### src/rtl/vga_timing_if.sv
// Raster timing bundle from vga_timing_gen to the pixel pipeline and DAC pins.
// rgb is carried only when VGA_TIMING_TEST_PATTERN_EN is defined.
interface vga_timing_if #(
  parameter int COORD_WIDTH = 11
);
  logic                   hsync;
  logic                   vsync;
  logic                   de;
  logic [COORD_WIDTH-1:0] pixel_x;
  logic [COORD_WIDTH-1:0] pixel_y;
  logic                   line_start;
  logic                   frame_start;
`ifdef VGA_TIMING_TEST_PATTERN_EN
  logic [11:0]            rgb;
`endif

  modport master (
    output hsync, vsync, de, pixel_x, pixel_y, line_start, frame_start
`ifdef VGA_TIMING_TEST_PATTERN_EN
    , output rgb
`endif
  );

  modport slave (
    input hsync, vsync, de, pixel_x, pixel_y, line_start, frame_start
`ifdef VGA_TIMING_TEST_PATTERN_EN
    , input rgb
`endif
  );
endinterface

### src/rtl/vga_timing_gen.sv
// Parametrised VGA raster timing generator with a ce-gated output delay line.
// Optional colour-bar pattern on rgb under macro VGA_TIMING_TEST_PATTERN_EN.
module vga_timing_gen #(
  parameter int H_VISIBLE     = 640,
  parameter int H_FRONT_PORCH = 16,
  parameter int H_SYNC_WIDTH  = 96,
  parameter int H_BACK_PORCH  = 48,
  parameter int V_VISIBLE     = 480,
  parameter int V_FRONT_PORCH = 10,
  parameter int V_SYNC_WIDTH  = 2,
  parameter int V_BACK_PORCH  = 33,
  parameter int H_SYNC_POL    = 0,
  parameter int V_SYNC_POL    = 0,
  parameter int PIPE_DELAY    = 0,
  parameter int COORD_WIDTH   = 11
) (
  input  logic          clk_pixel,
  input  logic          reset,
  input  logic          pixel_ce,
  vga_timing_if.master  vga
);
  localparam int H_TOTAL  = H_VISIBLE + H_FRONT_PORCH + H_SYNC_WIDTH + H_BACK_PORCH;
  localparam int V_TOTAL  = V_VISIBLE + V_FRONT_PORCH + V_SYNC_WIDTH + V_BACK_PORCH;
  localparam int HS_START = H_VISIBLE + H_FRONT_PORCH;
  localparam int VS_START = V_VISIBLE + V_FRONT_PORCH;

  localparam logic [COORD_WIDTH-1:0] H_LAST_C   = COORD_WIDTH'(H_TOTAL - 1);
  localparam logic [COORD_WIDTH-1:0] V_LAST_C   = COORD_WIDTH'(V_TOTAL - 1);
  localparam logic [COORD_WIDTH-1:0] H_VIS_C    = COORD_WIDTH'(H_VISIBLE);
  localparam logic [COORD_WIDTH-1:0] V_VIS_C    = COORD_WIDTH'(V_VISIBLE);
  localparam logic [COORD_WIDTH-1:0] HS_START_C = COORD_WIDTH'(HS_START);
  localparam logic [COORD_WIDTH-1:0] HS_END_C   = COORD_WIDTH'(HS_START + H_SYNC_WIDTH);
  localparam logic [COORD_WIDTH-1:0] VS_START_C = COORD_WIDTH'(VS_START);
  localparam logic [COORD_WIDTH-1:0] VS_END_C   = COORD_WIDTH'(VS_START + V_SYNC_WIDTH);
  localparam logic                   H_POL_C    = (H_SYNC_POL != 0);
  localparam logic                   V_POL_C    = (V_SYNC_POL != 0);

  typedef struct packed {
    logic                   hsync;
    logic                   vsync;
    logic                   de;
    logic                   line_start;
    logic                   frame_start;
    logic [COORD_WIDTH-1:0] pixel_x;
    logic [COORD_WIDTH-1:0] pixel_y;
`ifdef VGA_TIMING_TEST_PATTERN_EN
    logic [11:0]            rgb;
`endif
  } out_t;

  function automatic out_t idle_value();
    out_t o;
    o       = '0;
    o.hsync = ~H_POL_C;
    o.vsync = ~V_POL_C;
    return o;
  endfunction

  localparam out_t IDLE = idle_value();

  logic [COORD_WIDTH-1:0] h_q, h_d;
  logic [COORD_WIDTH-1:0] v_q, v_d;
  out_t                   dec_d;
  out_t                   pipe_q [0:PIPE_DELAY];

  always_comb begin
    h_d = h_q;
    v_d = v_q;
    if (pixel_ce) begin
      if (h_q == H_LAST_C) begin
        h_d = '0;
        v_d = (v_q == V_LAST_C) ? '0 : v_q + 1'b1;
      end else begin
        h_d = h_q + 1'b1;
      end
    end
  end

`ifdef VGA_TIMING_TEST_PATTERN_EN
  // Remainder pixels beyond 8*BAR_W fall into the last bar via the clamp.
  localparam int BAR_W = (H_VISIBLE / 8 > 0) ? H_VISIBLE / 8 : 1;
  localparam logic [COORD_WIDTH-1:0] BAR_W_C = COORD_WIDTH'(BAR_W);
  logic [COORD_WIDTH-1:0] bar_k;
  logic [2:0]             bar_sel;
  always_comb begin
    bar_k   = h_q / BAR_W_C;
    bar_sel = (bar_k > COORD_WIDTH'(7)) ? 3'd7 : bar_k[2:0];
  end
`endif

  always_comb begin
    dec_d             = '0;
    dec_d.de          = (h_q < H_VIS_C) && (v_q < V_VIS_C);
    dec_d.hsync       = ((h_q >= HS_START_C) && (h_q < HS_END_C)) ? H_POL_C : ~H_POL_C;
    dec_d.vsync       = ((v_q >= VS_START_C) && (v_q < VS_END_C)) ? V_POL_C : ~V_POL_C;
    dec_d.line_start  = (h_q == '0);
    dec_d.frame_start = (h_q == '0) && (v_q == '0);
    dec_d.pixel_x     = h_q;
    dec_d.pixel_y     = v_q;
`ifdef VGA_TIMING_TEST_PATTERN_EN
    dec_d.rgb         = dec_d.de ? {{4{bar_sel[2]}}, {4{bar_sel[1]}}, {4{bar_sel[0]}}} : 12'h000;
`endif
  end

  // Counters and every output stage share the same ce gate, so stalls stretch
  // the whole raster without reordering anything.
  always_ff @(posedge clk_pixel) begin
    if (reset) begin
      h_q <= '0;
      v_q <= '0;
      for (int i = 0; i <= PIPE_DELAY; i++) pipe_q[i] <= IDLE;
    end else if (pixel_ce) begin
      h_q       <= h_d;
      v_q       <= v_d;
      pipe_q[0] <= dec_d;
      for (int i = 1; i <= PIPE_DELAY; i++) pipe_q[i] <= pipe_q[i-1];
    end
  end

  assign vga.hsync       = pipe_q[PIPE_DELAY].hsync;
  assign vga.vsync       = pipe_q[PIPE_DELAY].vsync;
  assign vga.de          = pipe_q[PIPE_DELAY].de;
  assign vga.pixel_x     = pipe_q[PIPE_DELAY].pixel_x;
  assign vga.pixel_y     = pipe_q[PIPE_DELAY].pixel_y;
  assign vga.line_start  = pipe_q[PIPE_DELAY].line_start;
  assign vga.frame_start = pipe_q[PIPE_DELAY].frame_start;
`ifdef VGA_TIMING_TEST_PATTERN_EN
  assign vga.rgb         = pipe_q[PIPE_DELAY].rgb;
`endif
endmodule

### src/flat_wrapper.sv
// flat-port wrapper written by rule: the top's interface ports become plain ports
module vga_timing_gen_flat 
#(
  parameter int H_VISIBLE     = 640,
  parameter int H_FRONT_PORCH = 16,
  parameter int H_SYNC_WIDTH  = 96,
  parameter int H_BACK_PORCH  = 48,
  parameter int V_VISIBLE     = 480,
  parameter int V_FRONT_PORCH = 10,
  parameter int V_SYNC_WIDTH  = 2,
  parameter int V_BACK_PORCH  = 33,
  parameter int H_SYNC_POL    = 0,
  parameter int V_SYNC_POL    = 0,
  parameter int PIPE_DELAY    = 0,
  parameter int COORD_WIDTH   = 11
)
  (clk_pixel, reset, pixel_ce, vga_hsync, vga_vsync, vga_de, vga_pixel_x, vga_pixel_y, vga_line_start, vga_frame_start);
  vga_timing_if #(.COORD_WIDTH(COORD_WIDTH)) vga_i ();
  input  logic clk_pixel;
  input  logic reset;
  input  logic pixel_ce;
  output wire logic [$bits(vga_i.hsync)-1:0] vga_hsync;
  output wire logic [$bits(vga_i.vsync)-1:0] vga_vsync;
  output wire logic [$bits(vga_i.de)-1:0] vga_de;
  output wire logic [$bits(vga_i.pixel_x)-1:0] vga_pixel_x;
  output wire logic [$bits(vga_i.pixel_y)-1:0] vga_pixel_y;
  output wire logic [$bits(vga_i.line_start)-1:0] vga_line_start;
  output wire logic [$bits(vga_i.frame_start)-1:0] vga_frame_start;
  assign vga_hsync = vga_i.hsync;
  assign vga_vsync = vga_i.vsync;
  assign vga_de = vga_i.de;
  assign vga_pixel_x = vga_i.pixel_x;
  assign vga_pixel_y = vga_i.pixel_y;
  assign vga_line_start = vga_i.line_start;
  assign vga_frame_start = vga_i.frame_start;
  vga_timing_gen #(.H_VISIBLE(H_VISIBLE), .H_FRONT_PORCH(H_FRONT_PORCH), .H_SYNC_WIDTH(H_SYNC_WIDTH), .H_BACK_PORCH(H_BACK_PORCH), .V_VISIBLE(V_VISIBLE), .V_FRONT_PORCH(V_FRONT_PORCH), .V_SYNC_WIDTH(V_SYNC_WIDTH), .V_BACK_PORCH(V_BACK_PORCH), .H_SYNC_POL(H_SYNC_POL), .V_SYNC_POL(V_SYNC_POL), .PIPE_DELAY(PIPE_DELAY), .COORD_WIDTH(COORD_WIDTH)) u_core (.clk_pixel(clk_pixel), .reset(reset), .pixel_ce(pixel_ce), .vga(vga_i));
endmodule
### config.mk
export PLATFORM = sky130hd
export DESIGN_NAME = vga_timing_gen_flat
export DESIGN_NICKNAME = d
export VERILOG_FILES = /design/src/rtl/vga_timing_if.sv /design/src/rtl/vga_timing_gen.sv /design/src/flat_wrapper.sv
export SDC_FILE = /design/constraint.sdc
export NUM_CORES = 1
export LEC_CHECK = 0
export ABC_AREA = 1
export CORE_MARGIN = 10
export CORE_UTILIZATION = 35
export DETAILED_ROUTE_END_ITERATION = 6
export HOLD_SLACK_MARGIN = 0.15
export SYNTH_ARGS = -nofsm -noshare
export SYNTH_HDL_FRONTEND = slang
export SYNTH_SLANG_ARGS = --single-unit
### constraint.sdc
create_clock -name clk_pixel -period 2.3 [get_ports clk_pixel]
set_clock_uncertainty 0.1 [all_clocks]
set_input_delay 0.23 -clock clk_pixel [delete_from_list [all_inputs] [get_ports clk_pixel]]
set_output_delay 0.23 -clock clk_pixel [all_outputs]
set_load 0.03 [all_outputs]
==> key figures <==
Logic synthesis
  – Post-Syn Instances: ~280
  – Ranking of synthesized cells by area: edfxtp_1, dfxtp_1, nor2_1, nand2_1, nand3_1
  – Flops & latches, synth: a little under 50
  – Synth cell types: 30
  – Post-synth top area share: 0.339
  – Main synth FF type: edfxtp_1
  – FFs w/ async S/R, synth: 0
  – Post-Syn Area per Cell: approximately 8.5 um2
  – Cell taking the most area after synthesis: edfxtp_1
  – YS warnings: 0
  – Post-synthesis sequential area ratio: 0.523
  – Synth Cell Area: approximately 0.0024 mm2
  – Syn Nets: around 290
  – EDFF count, synth: 27

Run status
  – Status: finished clean

STA
  – Crit path time final: approximately 1.7 ns
  – Final hold slack: about 0.42 ns
  – Final Setup Violations: 0
  – Tightest Pin Transition: roughly 0.37 ns
  – Slew margin rel.: 0.753
  – Setup TNS: 0 ns
  – RSZ-0062 raised after global routing: false
  – Fin. max-slew vios: 0
  – Period utilization: 0.746
  – FMAX: about 0.58 GHz
  – Final Hold Fails: 0

Setup path
  – CP startpoint kind: input port
  – Worst path required time: 2.24 ns
  – Worst Setup SP: pixel_ce
  – Critical path type: in -> reg
  – R2R depth: 6
  – Worst reg2reg startpoint: u_core.h_q[1]
  – Crit Path Max Fanout: 11
  – Worst Setup EP: u_core.pipe_q[0][25]
  – Reg2reg end: u_core.v_q[7]
  – CP arrival: between 1.5 and 2 ns
  – R2r setup slk: roughly 0.7 ns
  – Setup crit end kind: flip-flop

Global route
  – Total track usage: 0.103
  – Largest net degree at the start of global routing: 30
  – Gr ovfl total: 0
  – Vias in the first global route: approximately 1,800
  – Global-route wire length before repair: around 8800 um
  – Initial antenna violation count: 0

CTS
  – CTS H-tree lvls: 2
  – Skew-Pair Late Insertion Delay: about 0.3 ns
  – Worst-path clk slew: 0.09 ns
  – Total CTS buffers: 5
  – Post-CTS Hold Buffers: 0
  – CTS tree: built
  – Setup Fix Bufs, Post-CTS: 0
  – CTS resizes: 0
  – Largest buffer count on any clock path: 2
  – CTS sink cnt: between 40 and 50
  – Root Buffer: clkbuf_8

Floorplan
  – Die height: 103 um
  – Num ports: 30
  – Die X: 103 um
  – Initial Util: 0.356
  – Die area: 0.0105 mm2
  – Rows: 30
  – Core ar.: between 0.006 and 0.007 mm2

Route
  – Final wirelength: roughly 5200 um
  – 1st-iter DRT viols: 152
  – Vias per cell: 4.91
  – Avg WL per Cell: approximately 13 um
  – Vias: between 1,500 and 2,000
  – DRC: 0
  – TritonRoute pass-1 iters: 4
  – Post-route ant nets: 0

Worst hold path
  – Worst Hold Depth: 2
  – Hold Crit Start: u_core.v_q[7]
  – Worst Hold Class: reg -> reg

Layout
  – FILL cells: 654
  – Layout cells sized above 1: 0.108
  – Layout area overhead: 20.7%
  – Most frequent cells in the layout: nor2_1, nand2_1, inv_1
  – Commonest non-fill, non-tap cell in the layout: nor2_1
  – Antenna cells: 0
  – Nets: ~320

Power and ir drop
  – Total power: ~0.0016 W
  – Power Dens Cells: approximately 560 mW/mm2
  – Clock group share of total power: 0.325
  – Leakage power: between 1 and 1.5 nW
  – Logic pwr share: 0.089
  – Psw: around 0.00038 W
  – Seq pwr share: 0.586
  – Switch share: 0.236
  – Internal power: 0.00124 W
  – VDD IR-drop max: 0.197 mV

Placed design
  – DP HPWL: 3950 um
  – GP Congestion: ~0.9
  – Number of buffers added on ports: 29

Flow run
  – Max-cap violations: 0
==> cell type report <==
cell class,count,area [um2],share of cell area
Clock buffer,6,82.6,0.0286
Clock inverter,2,13.8,0.00477
Inverter,37,139,0.0481
Multi-Input combinational cell,188,968,0.335
Sequential cell,49,1250,0.433
Tap cell,80,100,0.0347
Timing Repair Buffer,33,333,0.115
==> critical path: stages <==
cell and delay (ns):
clkdlybuf4s50_1 0.58, inv_1 0.20, nor2_4 0.17, inv_1 0.18, nor2_1 0.17, o2111ai_1 0.13
==> through the flow <==
step	worst slack [ns]	util	instance area, um2	cells
4_1_cts	0.600	0.430	2890	395
2_1_floorplan	0.554	-	2390	281
5_1_grt	0.430	0.430	2890	395
3_5_place_dp	0.276	0.415	2790	387
3_3_place_gp	0.356	0.415	2790	387
6_report	0.584	0.430	2890	395
==> cells in the mapped netlist (5+ instances only) <==
| cell | instances |
|---|---|
| nor2_2 | 7 |
| nand2_1 | 42 |
| ha_1 | 5 |
| a21oi_1 | 11 |
| inv_1 | 34 |
| nand4_1 | 8 |
| o21ai_0 | 9 |
| dfxtp_1 | 22 |
| edfxtp_1 | 27 |
| nor3_1 | 8 |
| nand3_1 | 27 |
| nor2_1 | 46 |
==> per-layer routing <==
layer,global-route usage,up-vias,part of all wire
li1,-,997,-
met1,0.143,891,0.48
met2,0.155,44,0.45
met3,0.0208,7,0.060
met4,0.0369,0,0.0089
met5,0,-,0
==> power by group through the flow <==
stage | clock network [W] | registers (W) | logic (W)
after floorplan | 0 | 0.00102 | 0.0000365
after global placement | 0 | 0.000973 | 0.000146
after global routing | 0.000588 | 0.000956 | 0.000155
final | 0.000529 | 0.000953 | 0.000145
after detailed placement | 0 | 0.000973 | 0.000147
after CTS | 0.000550 | 0.000953 | 0.000147
==> kinds of logic after synthesis <==
logic type      share of synthesized area
simple gates                        0.306
flops                               0.523
buf+inv                            0.0722
compound gates                     0.0575
fa+ha+maj                          0.0262
xor+xnor                           0.0146
==> state kept, by name, summed over array words and instances (netlist names) <==
name	cells
u_core.h_q	11
u_core.pipe_q	27
u_core.v_q	11
==> worst min path at each step <==
stage / endpoint / slack [ns]
after global placement: u_core.v_q[7] / 0.39
after CTS: u_core.v_q[7] / 0.42
after floorplan: u_core.h_q[3] / 0.36
final: u_core.v_q[7] / 0.42
after global routing: u_core.v_q[7] / 0.44
after detailed placement: u_core.v_q[7] / 0.41
(Power assumes the default switching activity.)
